$ cat src/rtl/seq_det_pkg.sv
// Shared constants and helpers for the parametrised serial pattern detector.
package seq_det_pkg;

    localparam int unsigned MAX_PAT_W = 64;
    localparam logic [MAX_PAT_W-1:0] RST_PATTERN = '1;
    localparam int unsigned RST_LEN = 3;

    function automatic int unsigned len_width(input int unsigned pat_w);
        return $clog2(pat_w + 1);
    endfunction

    function automatic int unsigned clamp_len(input int unsigned len, input int unsigned max_len);
        return (len > max_len) ? max_len : len;
    endfunction

endpackage

$ cat src/rtl/seq_detector_n_sat_counter.sv
// Saturating up-counter with synchronous clear taking priority over increment.
module sat_counter #(
    parameter int unsigned WIDTH = 16
) (
    input  logic             clk,
    input  logic             rst,
    input  logic             clr,
    input  logic             inc,
    output logic [WIDTH-1:0] cnt
);

    always_ff @(posedge clk or negedge rst) begin
        if (!rst) begin
            cnt <= '0;
        end else if (clr) begin
            cnt <= '0;
        end else if (inc && (cnt != '1)) begin
            cnt <= cnt + WIDTH'(1);
        end
    end

endmodule

$ cat src/rtl/seq_detector_n.sv
// Serial pattern detector with runtime-programmable pattern/length, registered
// match pulse, saturating match count and optional overlapping detection.
module seq_detector_n
    import seq_det_pkg::*;
#(
    parameter int unsigned PAT_W   = 8,
    parameter int unsigned CNT_W   = 16,
    parameter int unsigned OVERLAP = 1,
    parameter int unsigned LEN_W   = len_width(PAT_W)
) (
    input  logic             clk,
    input  logic             rst,
    input  logic             in_valid,
    input  logic             in_bit,
    input  logic             cfg_load,
    input  logic [PAT_W-1:0] cfg_pattern,
    input  logic [LEN_W-1:0] cfg_len,
    input  logic             cnt_clr,
    output logic             match,
    output logic [CNT_W-1:0] match_cnt,
    output logic [LEN_W-1:0] fill
);

    localparam logic [LEN_W-1:0] RST_LEN_V = LEN_W'(clamp_len(RST_LEN, PAT_W));

    logic [PAT_W-1:0] pattern_q;
    logic [LEN_W-1:0] len_q;
    // Only PAT_W-1 bits are stored: the oldest bit of a full window is never
    // compared after the next shift, so the shifted window is rebuilt from these.
    logic [PAT_W-2:0] history_q;
    logic [LEN_W-1:0] fill_q;
    logic             match_q;

    logic [PAT_W-1:0] history_next;
    logic [PAT_W-1:0] mask;
    logic [LEN_W-1:0] fill_next;
    logic [LEN_W-1:0] len_clamped;
    logic             hit;
    logic             cnt_inc;

    always_comb begin
        history_next = {history_q, in_bit};
        mask         = '0;
        for (int unsigned i = 0; i < PAT_W; i++) begin
            mask[i] = (i < 32'(len_q));
        end
        fill_next   = (fill_q >= len_q) ? len_q : fill_q + LEN_W'(1);
        hit         = (len_q != '0) && (fill_next >= len_q)
                      && (((history_next ^ pattern_q) & mask) == '0);
        len_clamped = LEN_W'(clamp_len(32'(cfg_len), PAT_W));
        cnt_inc     = in_valid && !cfg_load && hit;
    end

    always_ff @(posedge clk or negedge rst) begin
        if (!rst) begin
            pattern_q <= RST_PATTERN[PAT_W-1:0];
            len_q     <= RST_LEN_V;
            history_q <= '0;
            fill_q    <= '0;
            match_q   <= 1'b0;
        end else if (cfg_load) begin
            pattern_q <= cfg_pattern;
            len_q     <= len_clamped;
            history_q <= '0;
            fill_q    <= '0;
            match_q   <= 1'b0;
        end else if (in_valid) begin
            history_q <= history_next[PAT_W-2:0];
            match_q   <= hit;
            fill_q    <= (hit && (OVERLAP == 0)) ? '0 : fill_next;
        end else begin
            match_q   <= 1'b0;
        end
    end

    sat_counter #(
        .WIDTH(CNT_W)
    ) u_cnt (
        .clk (clk),
        .rst (rst),
        .clr (cnt_clr),
        .inc (cnt_inc),
        .cnt (match_cnt)
    );

    assign match = match_q;
    assign fill  = fill_q;

endmodule

$ cat config.mk
export PLATFORM = sky130hd
export DESIGN_NAME = seq_detector_n
export DESIGN_NICKNAME = d
export VERILOG_FILES = /design/src/rtl/seq_det_pkg.sv /design/src/rtl/seq_detector_n_sat_counter.sv /design/src/rtl/seq_detector_n.sv
export SDC_FILE = /design/constraint.sdc
export NUM_CORES = 1
export LEC_CHECK = 0
export BUFFER_PORTS_ARGS = -buffer_cell sky130_fd_sc_hd__buf_2
export CORE_ASPECT_RATIO = 0.7
export CORE_MARGIN = 1
export CORE_UTILIZATION = 45
export CTS_BUF_LIST = sky130_fd_sc_hd__clkbuf_4 sky130_fd_sc_hd__clkbuf_8
export DETAILED_ROUTE_END_ITERATION = 10
export GPL_ROUTABILITY_DRIVEN = 1
export PLACE_DENSITY_LB_ADDON = 0.08
export RECOVER_POWER = 100
export SKIP_LAST_GASP = 1
export SYNTH_ARGS = -nofsm -noshare
export SYNTH_HDL_FRONTEND = slang
export SYNTH_HIERARCHICAL = 1
export SYNTH_SLANG_ARGS = --single-unit
export TNS_END_PERCENT = 50
$ cat constraint.sdc
create_clock -name clk -period 7.1 [get_ports clk]
set_clock_uncertainty 0.15 [all_clocks]
set_input_delay 0.355 -clock clk [delete_from_list [all_inputs] [get_ports clk]]
set_output_delay 0.355 -clock clk [all_outputs]
set_load 0.005 [all_outputs]
==> qor.yml <==
synth:
  post-synth-top-count-cell: "dfrtp_1"
  async_flop_share: 1.00
  synth_cell_types: 49
  netlist_area_um2: 2370
  synth-edff-count: 0
  avgSynthCellArea_um2: 9.87
  netlist_top_cells_count: "dfrtp_1 (30), nor2_1 (17), a21oi_1 (14), nand2_1 (13)"
  synth_seq_cells: 40
  yosysWarnings: 6
  synth_top_area_share: 0.317
  synthTopCellsByArea: "dfrtp_1 (32%), dfstp_2 (11%), ha_1 (5.3%)"
  synth_ff_type: "dfrtp_1"
  yosysSeqAreaShare: 0.428
  synthesis.nets: 268
  netlist_instances: 240
  yosys.area.top_type: "dfrtp_1"
place:
  place_ws_ns: 3.08
  dp_hpwl_um: 3680
  gp_congestion: 0.803
  place.port_buffers: 38
drt:
  via_per_inst: 5.62
  vias: 1927
  post_drt_wl_per_cell_um: 15.2
  drc: 0
  wirelength_met1_um: 2900
  ant_nets: 0
  wl_um: 5220
  dr.max_layer_used: "met4"
  wl_met2_um: 2070
  drt_iter0_drc: 94
  first_pass_iters: 4
  wl_met3_um: 227
die:
  fp.coreArea_um2: 4910
  die_y_um: 62.7
  dieArea_um2: 5560
  start_util: 0.482
  num_rows: 21
  num_io_pins: 39
  fp.dieW_um: 88.7
cts:
  hold_buffers: 0
  clk_latency_ns: 0.29
  cts_buffers: 5
  clkSinkCount: 40
  clockBufferDepth: 2
  postCtsSetupRepairBufs: 0
  cts_tree: "done"
  clk_pin_slew_worst_paths_ns: 0.09
  cts_root_buffer: "clkbuf_8"
  cts_resized: 0
  htreeDepth: 2
hold_path:
  hp-class: "primary input to flip-flop"
  hold_path_startpoint: "cfg_len[3]"
timing:
  setup_violations: 0
  final.setup.tns_ns: 0
  period_share: 0.591
  slew-limit-headroom: -0.408
  max_freq_ghz: 0.238
  grt_setup_unrepaired: "no"
  post-route-min-period_ns: 4.20
  worstMarginPinSlew_ns: 2.11
  maxSlewViolCount: 41
  finalHoldViolCount: 0
  worst_slack_ns: 2.90
critical_path:
  cp-endpoint: "u_cnt/cnt[13]"
  reg2reg_from: "len_q[1]"
  worstPathCellList: "inv_1, ha_1, inv_1, o21ai_0, nand3_1, and2_0, ha_1, nand2b_1, a2111oi_0, a21oi_1, o2111a_1, inv_1, nor4_1, mux2_1"
  cp_max_fo: 22
  cpMostUsedCell: "inv_1"
  timing.critical_path.buf_inv: 3
  cp.arrival_ns: 4.22
  cpLargestDelayFamily: "compound AO/OA/AOI/OAI gates"
  reg2reg_slack_ns: 2.90
  cp-end-kind: "flip-flop"
  start_kind: "flip-flop"
  cp_slowest_cell: "dfstp_1"
  rr_worst_depth: 14
  r2r-end: "u_cnt/cnt[13]"
  critPathMaxStageDelay_ns: 0.65
  crit_required_ns: 7.12
  crit_cells: 14
  critical_path.startpoint: "len_q[1]"
  critical_path_class: "flip-flop to flip-flop"
power:
  finalPower_mw: 0.511
  ir_drop_mv: 0.118
  power.leakage_nw: 1.15
  power_density_nw_per_um2: 191
final_layout:
  diodes: 0
  layout-drive-gt1-share: 0.226
  nets: 301
  syn_to_final_growth_pct: 12.8
global_routing:
  grt-ovfl-total: 0
  grt_usage: 0.209
  grt_pass1_wl_um: 9030
  antenna_found_initial: 0
  first_global_vias: 1778
  grt_max_degree: 41
run_status:
  status: "finished, violations left"
  violations: "max-capacitance violations, max-slew violations"
job:
  maxCapViolations: 1
-- stage by stage --
stage	hold WS, ns	instances	cell area, um^2	util
finish	0.0972	343	2670	0.544
global route	0.110	343	2670	0.544
CTS	0.0721	343	2690	0.546
detailed placement	0.391	335	2590	0.527
global placement	0.376	335	2590	0.527
floorplan	-0.0906	240	2370	-
-- cell families (layout without fill, tap and decap cells) --
group | after synthesis | in the layout | share of synthesized area
buffers and inverters | 24 | 58 | 0.0433
AOI/OAI and AO/OA | 56 | 56 | 0.153
muxes | 19 | 19 | 0.0866
adders and majority gates | 10 | 10 | 0.0528
and+or+nand+nor | 82 | 82 | 0.203
xor gates and xnor gates | 9 | 9 | 0.0333
DFF | 40 | 40 | 0.428
-- layout make-up --
class                           count  area, um^2
Fill cell                         476        2240
Multi-Input combinational cell    176        1250
Sequential cell                    40        1010
Timing Repair Buffer               38         176
Tap cell                           69        86.3
Clock buffer                        6        82.6
Inverter                           12        45.0
Clock inverter                      2        15.0
-- where the power goes --
part | total [mW] | leakage (nW) | internal (mW) | switching (mW)
clock | 0.164 | 0.0434 | 0.0788 | 0.0849
sequential | 0.254 | 0.518 | 0.242 | 0.0127
combinational | 0.0928 | 0.587 | 0.0388 | 0.0540
total | 0.511 | 1.15 | 0.359 | 0.152
-- worst register-to-register path, cell delays in order, from the launching register on --
cell and delay (ns):
dfstp_1 0.65, inv_1 0.12, ha_1 0.28, inv_1 0.05, o21ai_0 0.38, nand3_1 0.16, and2_0 0.20, ha_1 0.26
nand2b_1 0.13, a2111oi_0 0.40, a21oi_1 0.12, o2111a_1 0.20, inv_1 0.47, nor4_1 0.16, mux2_1 0.36
-- worst min-delay path by stage --
stage / to / cells after the start
2_1_floorplan: fill[0] / 0
3_3_place_gp: history_q[6] / 2
3_5_place_dp: fill[2] / 1
4_1_cts: fill[2] / 1
5_1_grt: len_q[0] / 2
6_report: len_q[0] / 2
-- routing by layer --
layer,vias up,GRT usage
met5,-,0
met4,0,0.0363
met3,2,0.0423
met2,52,0.266
met1,919,0.355
li1,954,-
-- flip-flops by register name (all words and copies together) (netlist names) --
| register | cells |
|---|---|
| history_q | 7 |
| len_q | 4 |
| pattern_q | 8 |
| fill | 4 |
| match | 1 |
| u_cnt/cnt | 16 |
-- cells in the final DEF, fill, tap and decap left out, drive strengths merged, types with 8 or more instances in the layout --
master,Yosys,routed
inv,12,12
nand2,13,13
xnor2,8,8
clkbuf,6,17
mux2,12,12
dfstp,10,10
nor2,17,17
nand4,8,8
buf,6,27
dfrtp,30,30
a21oi,14,14
ha,10,10
o21ai,15,15
(Power assumes the default switching activity.)
